File: src/rtl/ahb_mtx_rr_arb.sv
// Round-robin output-stage arbiter for one shared slave port of the AHB matrix.
// Latency: one HCLK edge from request to addr_in_port; handover on the burst-ending edge.
// Backpressure: HREADYM low freezes the tracker and all registered outputs.
//
// Ports:
//   HCLK, HRESET       clock, asynchronous active-high reset
//   req_port           per-input-stage request (bit i = port i)
//   HREADYM, HSELM, HTRANSM, HBURSTM, HMASTLOCKM   observed output-port transfer
//   addr_in_port       input stage owning the address phase
//   no_port            no stage selected, output port drives IDLE
//   arb_hold           registered hold condition (status/debug)
module ahb_mtx_rr_arb #(
  parameter int NUM_PORTS = 4,
  parameter int PORT_W    = 2,
  parameter int INCR_MAX  = 8
) (
  input  logic                 HCLK,
  input  logic                 HRESET,
  input  logic [NUM_PORTS-1:0] req_port,
  input  logic                 HREADYM,
  input  logic                 HSELM,
  input  logic [1:0]           HTRANSM,
  input  logic [2:0]           HBURSTM,
  input  logic                 HMASTLOCKM,
  output logic [PORT_W-1:0]    addr_in_port,
  output logic                 no_port,
  output logic                 arb_hold
);

  localparam logic [1:0] TR_IDLE   = 2'b00;
  localparam logic [1:0] TR_BUSY   = 2'b01;
  localparam logic [1:0] TR_NONSEQ = 2'b10;
  localparam logic [1:0] TR_SEQ    = 2'b11;
  localparam logic [2:0] BR_INCR   = 3'b001;

  // Wide enough to hold INCR_MAX itself, and at least the value 1.
  localparam int IW = $clog2(INCR_MAX + 2);

  logic [3:0]        burst_cnt, burst_cnt_nxt;
  logic              burst_hold, burst_hold_nxt;
  logic [IW-1:0]     incr_cnt, incr_cnt_nxt;
  logic [PORT_W-1:0] rr_last, rr_last_nxt;
  logic [PORT_W-1:0] addr_nxt, rr_idx;
  logic              no_port_nxt, rr_hit;
  logic              incr_hold, hold;

  // Burst tracker next state. incr_cnt is nonzero only inside an INCR burst,
  // so it doubles as the "active INCR" flag.
  always_comb begin
    burst_cnt_nxt  = burst_cnt;
    burst_hold_nxt = burst_hold;
    incr_cnt_nxt   = incr_cnt;
    if (HREADYM) begin
      if (!HSELM) begin
        burst_cnt_nxt  = '0;
        burst_hold_nxt = 1'b0;
        incr_cnt_nxt   = '0;
      end else begin
        case (HTRANSM)
          TR_NONSEQ: begin
            case (HBURSTM)
              3'd6, 3'd7: begin burst_cnt_nxt = 4'd15; burst_hold_nxt = 1'b1; end
              3'd4, 3'd5: begin burst_cnt_nxt = 4'd7;  burst_hold_nxt = 1'b1; end
              3'd2, 3'd3: begin burst_cnt_nxt = 4'd3;  burst_hold_nxt = 1'b1; end
              default:    begin burst_cnt_nxt = 4'd0;  burst_hold_nxt = 1'b0; end
            endcase
            incr_cnt_nxt = (HBURSTM == BR_INCR) ? IW'(1) : '0;
          end
          TR_SEQ: begin
            if (burst_cnt != 4'd0) burst_cnt_nxt = burst_cnt - 4'd1;
            if (burst_cnt == 4'd1) burst_hold_nxt = 1'b0;
            // With INCR_MAX=0 the counter parks at 1, keeping the INCR held.
            if (incr_cnt != '0 && INCR_MAX != 0 && incr_cnt != IW'(INCR_MAX))
              incr_cnt_nxt = incr_cnt + IW'(1);
          end
          TR_BUSY: ;
          default: begin
            burst_cnt_nxt  = '0;
            burst_hold_nxt = 1'b0;
            incr_cnt_nxt   = '0;
          end
        endcase
      end
    end
  end

  // The counter saturates at INCR_MAX, so "!= INCR_MAX" is the "< INCR_MAX" test.
  assign incr_hold = HSELM && (incr_cnt_nxt != '0) && (incr_cnt_nxt != IW'(INCR_MAX));
  assign hold      = HMASTLOCKM | burst_hold_nxt | incr_hold;

  // Circular search starting one past the last granted port.
  always_comb begin
    rr_hit = 1'b0;
    rr_idx = '0;
    for (int i = 1; i <= NUM_PORTS; i++) begin
      if (!rr_hit && req_port[(int'(rr_last) + i) % NUM_PORTS]) begin
        rr_hit = 1'b1;
        rr_idx = PORT_W'((int'(rr_last) + i) % NUM_PORTS);
      end
    end
  end

  always_comb begin
    addr_nxt    = addr_in_port;
    rr_last_nxt = rr_last;
    no_port_nxt = 1'b0;
    if (!hold) begin
      if (rr_hit) begin
        addr_nxt    = rr_idx;
        rr_last_nxt = rr_idx;
      end else if (!HSELM) begin
        no_port_nxt = 1'b1;
      end
    end
  end

  always_ff @(posedge HCLK or posedge HRESET) begin
    if (HRESET) begin
      burst_cnt    <= '0;
      burst_hold   <= 1'b0;
      incr_cnt     <= '0;
      rr_last      <= PORT_W'(NUM_PORTS - 1);
      addr_in_port <= '0;
      no_port      <= 1'b1;
      arb_hold     <= 1'b0;
    end else begin
      burst_cnt  <= burst_cnt_nxt;
      burst_hold <= burst_hold_nxt;
      incr_cnt   <= incr_cnt_nxt;
      if (HREADYM) begin
        addr_in_port <= addr_nxt;
        no_port      <= no_port_nxt;
        rr_last      <= rr_last_nxt;
        arb_hold     <= hold;
      end
    end
  end

endmodule
File: config.mk
export PLATFORM = sky130hd
export DESIGN_NAME = ahb_mtx_rr_arb
export DESIGN_NICKNAME = d
export VERILOG_FILES = /design/src/rtl/ahb_mtx_rr_arb.sv
export SDC_FILE = /design/constraint.sdc
export NUM_CORES = 1
export LEC_CHECK = 0
export ABC_AREA = 1
export BUFFER_PORTS_ARGS = -buffer_cell sky130_fd_sc_hd__buf_2
export CORE_MARGIN = 10
export CORE_UTILIZATION = 55
export CTS_CLUSTER_DIAMETER = 30
export DETAILED_ROUTE_END_ITERATION = 7
export GPL_ROUTABILITY_DRIVEN = 0
export PLACE_DENSITY_LB_ADDON = 0.3
export SETUP_SLACK_MARGIN = 0.2
export SLEW_MARGIN = 20
export SYNTH_ARGS = -nofsm -noshare
export SYNTH_HDL_FRONTEND = slang
export SYNTH_SLANG_ARGS = --single-unit
File: constraint.sdc
create_clock -name HCLK -period 2.02 [get_ports HCLK]
set_input_delay 0.101 -clock HCLK [delete_from_list [all_inputs] [get_ports HCLK]]
set_output_delay 0.101 -clock HCLK [all_outputs]
set_load 0.05 [all_outputs]
### Word level (Yosys, flattened, before mapping)

Index checks and enable logic that the tools add are counted.

| cells by class | value |
|---|---|
| add/subtract/negate cells | 6 |
| $lt $le $gt $ge | 4 |
| eq/ne operators | 15 |
| mux-type cells | 37 |
| bitwise logic cells | 7 |
| reduce and logical (&&, ||, !) cells | 22 |

Operators with widths:

| kind | count |
|---|---|
| 4-bit case mux with 3 select lines | 3 |
| 1-bit two-way mux | 20 |
| 4-bit two-way mux | 5 |
| 3-bit by 4-bit less-than comparator with 1-bit output, second input constant | 4 |
| 2-bit OR reduction | 7 |
| 3-bit == test, second input constant | 4 |
| 4-bit nonzero test | 3 |
| 1-bit binary-select mux with 2-bit select | 4 |
| 2-bit two-way mux | 4 |
| 4-bit inequality test, second input constant | 2 |
| 3-bit by 2-bit == test with 1-bit output, second input constant | 2 |
| 1-bit logical AND | 6 |
| 3-bit AND reduction | 2 |
| 6-bit OR reduction | 1 |
| 2-bit by 1-bit adder with 2-bit output, second input constant | 2 |
| 2-bit adder, second input constant | 2 |
| 4-bit by 1-bit adder with 4-bit output, second input constant | 1 |
| 1-bit AND, first input constant | 4 |
| 2-bit == test, second input constant | 2 |
| 4-bit by 1-bit == test with 1-bit output, second input constant | 1 |
| 4-bit by 1-bit subtractor with 4-bit output, second input constant | 1 |
| 3-bit by 1-bit == test with 1-bit output, second input constant | 1 |
| 1-bit logical NOT | 3 |
| 3-bit inequality test, second input constant | 1 |
| other kinds (5) | 6 |

| word-level totals | value |
|---|---|
| register bits after elaboration | 15 |
| input bits | 14 |
| output and inout port bits | 4 |
| logic and storage cells | 98 |

### Depth between registers and ports, before layout

| logic depth | value |
|---|---|
| word-level depth | 18 |
| gate-level depth with buffers | 12 |
| gate-level depth less buffers | 12 |

### Worst setup path after synthesis

No wires, ideal clock.

| path | value |
|---|---|
| kind | reg2reg |
| start point | register incr_cnt[0] |
| end point | register addr_in_port[0] |
| setup time | 118 ps |
| arrival | 1411 ps |
| data required time | 1902 ps |
| path slack | 491 ps |
| cell stages (with the launch flop) | 11 |
| buffers on the path | 0 |
| period minus slack after synthesis | 1529 ps |
| path through | dfrtp_1 > inv_1 > ha_1 > o21ai_1 > nor2_1 > nor2_2 > nand2_2 > nor2_4 > nand3_1 > nand2_1 > nand2_1 |

| between the ends | value |
|---|---|
| cells in the longest elaborated chain, start to end | 12 |
| elaborated cells between the ends (all ways) | 15 |
| those cells by class | add/sub: 1; eq/ne: 2; mux: 4; bitwise: 2; reduce/logical: 6 |

Ends and longest elaborated chain:

| what | RTL line | text |
|---|---|---|
| start: declaration | 41 | `logic [IW-1:0] incr_cnt, incr_cnt_nxt;` |
| start signal: assignment | 129 | `incr_cnt <= incr_cnt_nxt;` |
| parallel branches: the longest is 5 deep, another holds 4-bit by 1-bit adder with 4-bit output | - |  |
| 4-bit two-way mux * | 53 | `if (HREADYM) begin` |
| 4-bit nonzero test | 88 | `assign incr_hold = HSELM && (incr_cnt_nxt != '0) && (incr_cnt_nxt != IW'(INCR_MAX));` |
| 1-bit logical AND | 88 |  |
| 1-bit logical AND * | 88 |  |
| 1-bit bitwise OR * | 89 | `assign hold = HMASTLOCKM \| burst_hold_nxt \| incr_hold;` |
| 1-bit NOT (no line) * | - |  |
| 3-bit AND reduction (no line) * | - |  |
| end signal: assignment | 131 | `addr_in_port <= addr_nxt;` |
| end: declaration | 25 | `output logic [PORT_W-1:0] addr_in_port,` |

Mark *: on every way between the ends.
A chain may end at the register's enable or synchronous reset.

### Worst setup path after layout

Same ends and word-level chain as after synthesis.

==> impl_metrics.prom <==
# TYPE chip_impl_metric gauge
chip_impl_metric{name="max_stage_delay",unit="ps"} 420
chip_impl_metric{name="ios",unit=""} 18
chip_impl_info{name="clockRootBuffer",value="clkbuf_4"} 1
chip_impl_metric{name="number_of_nets_at_the_end_of_the_flow",unit=""} 215
chip_impl_metric{name="drt-pass1-iter-count",unit=""} 4
chip_impl_metric{name="placed_cells_incl_taps",unit=""} 210
chip_impl_info{name="min-delay-path-class",value="input port to register"} 1
chip_impl_metric{name="placement.setup.worst_slack",unit="ps"} 221
chip_impl_info{name="layout_commonest_cell",value="nand2_1"} 1
chip_impl_metric{name="drv_slew",unit=""} 0
chip_impl_metric{name="remaining_drcs",unit=""} 0
chip_impl_metric{name="netlist_area",unit="um2"} 1130
chip_impl_metric{name="fp-row-count",unit=""} 16
chip_impl_metric{name="avgSynthCellArea",unit="um2"} 6.75
chip_impl_metric{name="cts_made_buffers",unit=""} 3
chip_impl_metric{name="grt_max_degree",unit=""} 15
chip_impl_metric{name="drt_iter0_markers",unit=""} 57
chip_impl_metric{name="postSynthNetCount",unit=""} 185
chip_impl_metric{name="cts.clk_slew.worst_paths",unit="ps"} 80
chip_impl_metric{name="critical_path.max_fanout",unit=""} 4
chip_impl_metric{name="track_usage",unit=""} 0.115
chip_impl_metric{name="synth-seq-cells",unit=""} 14
chip_impl_metric{name="port-buffer-count",unit=""} 17
chip_impl_info{name="crit_type",value="register to register"} 1
chip_impl_metric{name="finalHoldWorstSlack",unit="ps"} 70.5
chip_impl_metric{name="detailed_place.area",unit="um2"} 1240
chip_impl_info{name="critical_path.startpoint_type",value="register"} 1
chip_impl_metric{name="antenna_found_initial",unit=""} 0
chip_impl_metric{name="yosys.cell_types.count",unit=""} 22
chip_impl_metric{name="crit_required",unit="ps"} 2230
chip_impl_metric{name="synth-warning-count",unit=""} 0
chip_impl_metric{name="powerDensity",unit="nW/um2"} 1040
chip_impl_metric{name="h-tree-depth",unit=""} 1
chip_impl_info{name="cell_with_the_largest_stage_delay_on_the_worst_path",value="dfrtp_1"} 1
chip_impl_info{name="worstHoldStart",value="HSELM"} 1
chip_impl_info{name="worstPathCellList",value="inv_2 > ha_1 > o21ai_1 > nor2_1 > nor2_2 > nand2_2 > nor2_4 > nand2_2 > nor2_2 > nand2_1 > nand2_1"} 1
chip_impl_metric{name="final-hold-violation-count",unit=""} 0
chip_impl_metric{name="die_area",unit="um2"} 4260
chip_impl_metric{name="worst_slew_pin_slew",unit="ps"} 506
chip_impl_info{name="yosys.area.top_type",value="dfrtp_1"} 1
chip_impl_metric{name="clock_sink_count",unit=""} 14
chip_impl_metric{name="avgViaCountPerCell",unit=""} 5.00
chip_impl_metric{name="maxClockFrequency",unit="MHz"} 584
chip_impl_metric{name="reg2reg_depth",unit=""} 11
chip_impl_metric{name="netlist_instances",unit=""} 167
chip_impl_info{name="rsz0062_at_grt",value="false"} 1
chip_impl_metric{name="global_route.overflow_total",unit=""} 0
chip_impl_metric{name="r2r_slack",unit="ps"} 310
chip_impl_metric{name="vias",unit=""} 1114
chip_impl_metric{name="cts-root-to-sink-buffers",unit=""} 2
chip_impl_info{name="rr_startpoint",value="incr_cnt[0]$_DFF_PP0_"} 1
chip_impl_metric{name="finalCritPeriodShare",unit=""} 0.848
chip_impl_metric{name="max-slew-margin-rel",unit=""} 0.662
chip_impl_info{name="timing.critical_path.from",value="incr_cnt[0]$_DFF_PP0_"} 1
chip_impl_metric{name="cp_data_arrival_time",unit="ps"} 1920
chip_impl_info{name="most-common-layout-cells",value="nand2_1 (60), nand3_1 (17), buf_2 (17), inv_1 (16), dfrtp_1 (11)"} 1
chip_impl_metric{name="p_leak",unit="nW"} 0.776
chip_impl_metric{name="initial_core_utilization",unit=""} 0.575
chip_impl_info{name="timing.hold.worst_endpoint",value="no_port$_DFFE_PP1P_"} 1
chip_impl_metric{name="floorplan.core_area",unit="um2"} 1960
chip_impl_metric{name="drive_gt1_frac",unit=""} 0.296
chip_impl_info{name="post_synth_main_area_contributors",value="dfrtp_1 (24%), nand2_1 (20%), nand3_1 (8.0%), dfstp_2 (7.0%), inv_1 (6.0%)"} 1
chip_impl_metric{name="die_w",unit="um"} 65.3
chip_impl_metric{name="ir_worst_vdd",unit="mV"} 0.720
chip_impl_metric{name="grt_pass1_wl",unit="mm"} 4.11
chip_impl_info{name="crit_path_end_kind",value="register"} 1
chip_impl_metric{name="routed_wl",unit="mm"} 2.52
chip_impl_info{name="tritoncts",value="yes"} 1
chip_impl_metric{name="layout.cell_area.non_filler",unit="um2"} 1360
chip_impl_metric{name="final.setup_skew",unit="ps"} 4.84
chip_impl_metric{name="clkLatencyLatePin",unit="ps"} 270
chip_impl_metric{name="finalWorstSetupSlack",unit="ps"} 308
chip_impl_metric{name="min_path_cells",unit=""} 2
chip_impl_metric{name="die_h",unit="um"} 65.3
chip_impl_metric{name="timing.final.setup_violations",unit=""} 0
chip_impl_metric{name="core_utilization_of_the_finished_layout",unit=""} 0.693
chip_impl_metric{name="place_hpwl",unit="mm"} 1.99
chip_impl_metric{name="totalNegativeSetupSlack",unit="ps"} 0
chip_impl_metric{name="vias_in_the_first_global_route",unit=""} 1040
chip_impl_metric{name="post-synth-top-area-fraction",unit=""} 0.244
chip_impl_metric{name="flow.area_growth_from_synthesis",unit="%"} 20.5
chip_impl_info{name="run_status",value="complete, no violations"} 1
chip_impl_metric{name="synth.yosys.seq_area_share",unit=""} 0.314
chip_impl_metric{name="detail_route.wl_per_cell",unit="um"} 11.3
chip_impl_metric{name="max_cap_violations",unit=""} 0
chip_impl_metric{name="finalCriticalPeriod",unit="ps"} 1710
chip_impl_metric{name="post_route_antenna_net_violation_count",unit=""} 0
chip_impl_metric{name="antenna-diode-count",unit=""} 0
chip_impl_info{name="regToRegEndpoint",value="addr_in_port[0]$_DFFE_PP0P_"} 1
chip_impl_metric{name="total_power",unit="mW"} 1.42
chip_impl_metric{name="stdcell_count",unit=""} 223
-- worst max path at each step --
stage                                             end  slack, ps
after global routing      addr_in_port[0]$_DFFE_PP0P_        160
after global placement         rr_last[0]$_DFFE_PP1P_        330
final                     addr_in_port[0]$_DFFE_PP0P_        310
after CTS                 addr_in_port[0]$_DFFE_PP0P_        210
after detailed placement  addr_in_port[0]$_DFFE_PP0P_        220
after floorplan           addr_in_port[0]$_DFFE_PP0P_        490
-- layer usage --
metal / vias up / share of wire / track usage
met5: - / 0 / 0
met4: 0 / 0.0052 / 0.0321
met3: 4 / 0.051 / 0.0339
met2: 27 / 0.50 / 0.206
met1: 497 / 0.45 / 0.127
li1: 586 / - / -
-- what timing repair did --
item                                    CTS  global route
gates resized for setup                   0             4
hold endpoints to repair                 11             0
setup buffers                             0             8
hold buffers                              1             0
endpoints found under the setup margin    0             5
-- synth_stat cells, drive strengths merged --
cell,n
nand3,19
o21a,2
nand4,4
ha,4
nor2,15
o21ai,10
inv,21
a21oi,5
xnor2,1
nand3b,1
nand2,70
dfrtp,11
dfstp,3
buf,1
-- where the power goes --
| part | switching, mW | leakage, nW | internal [mW] | total [mW] |
|---|---|---|---|---|
| registers | 0.0562 | 0.176 | 0.348 | 0.405 |
| clock network | 0.0842 | 0.0210 | 0.109 | 0.194 |
| logic | 0.529 | 0.579 | 0.292 | 0.821 |
| total | 0.670 | 0.776 | 0.749 | 1.42 |
-- logic make-up after synthesis --
| group | after synthesis | synth area share |
|---|---|---|
| flops | 14 | 0.314 |
| simple gates | 109 | 0.467 |
| fa+ha+maj | 4 | 0.0444 |
| compound gates | 17 | 0.0899 |
| xor+xnor | 1 | 0.00777 |
| buf+inv | 22 | 0.0766 |
-- worst max-delay path, delay by kind of cell, from the launching register on --
family                   cells  cell delay (ps)
buffers and inverters        1               70
AND/OR/NAND/NOR              8              740
flip-flops                   1              420
AO/OA/AOI/OAI                1              130
adder cells (fa/ha/maj)      1              280
-- flip-flops by register name (all words and copies together), names as in the netlist --
signal / count
addr_in_port: 2
burst_hold: 1
no_port: 1
arb_hold: 1
burst_cnt: 4
incr_cnt: 3
rr_last: 2
-- cell type report --
class                           instances  area [um2]
Clock buffer                            4        36.3
Sequential cell                        14         354
Inverter                               21        78.8
Multi-Input combinational cell        131         696
Fill cell                             184         603
Timing Repair Buffer                   26         160
Tap cell                               27        33.8
Note: power is estimated with default switching activity, not from simulation.
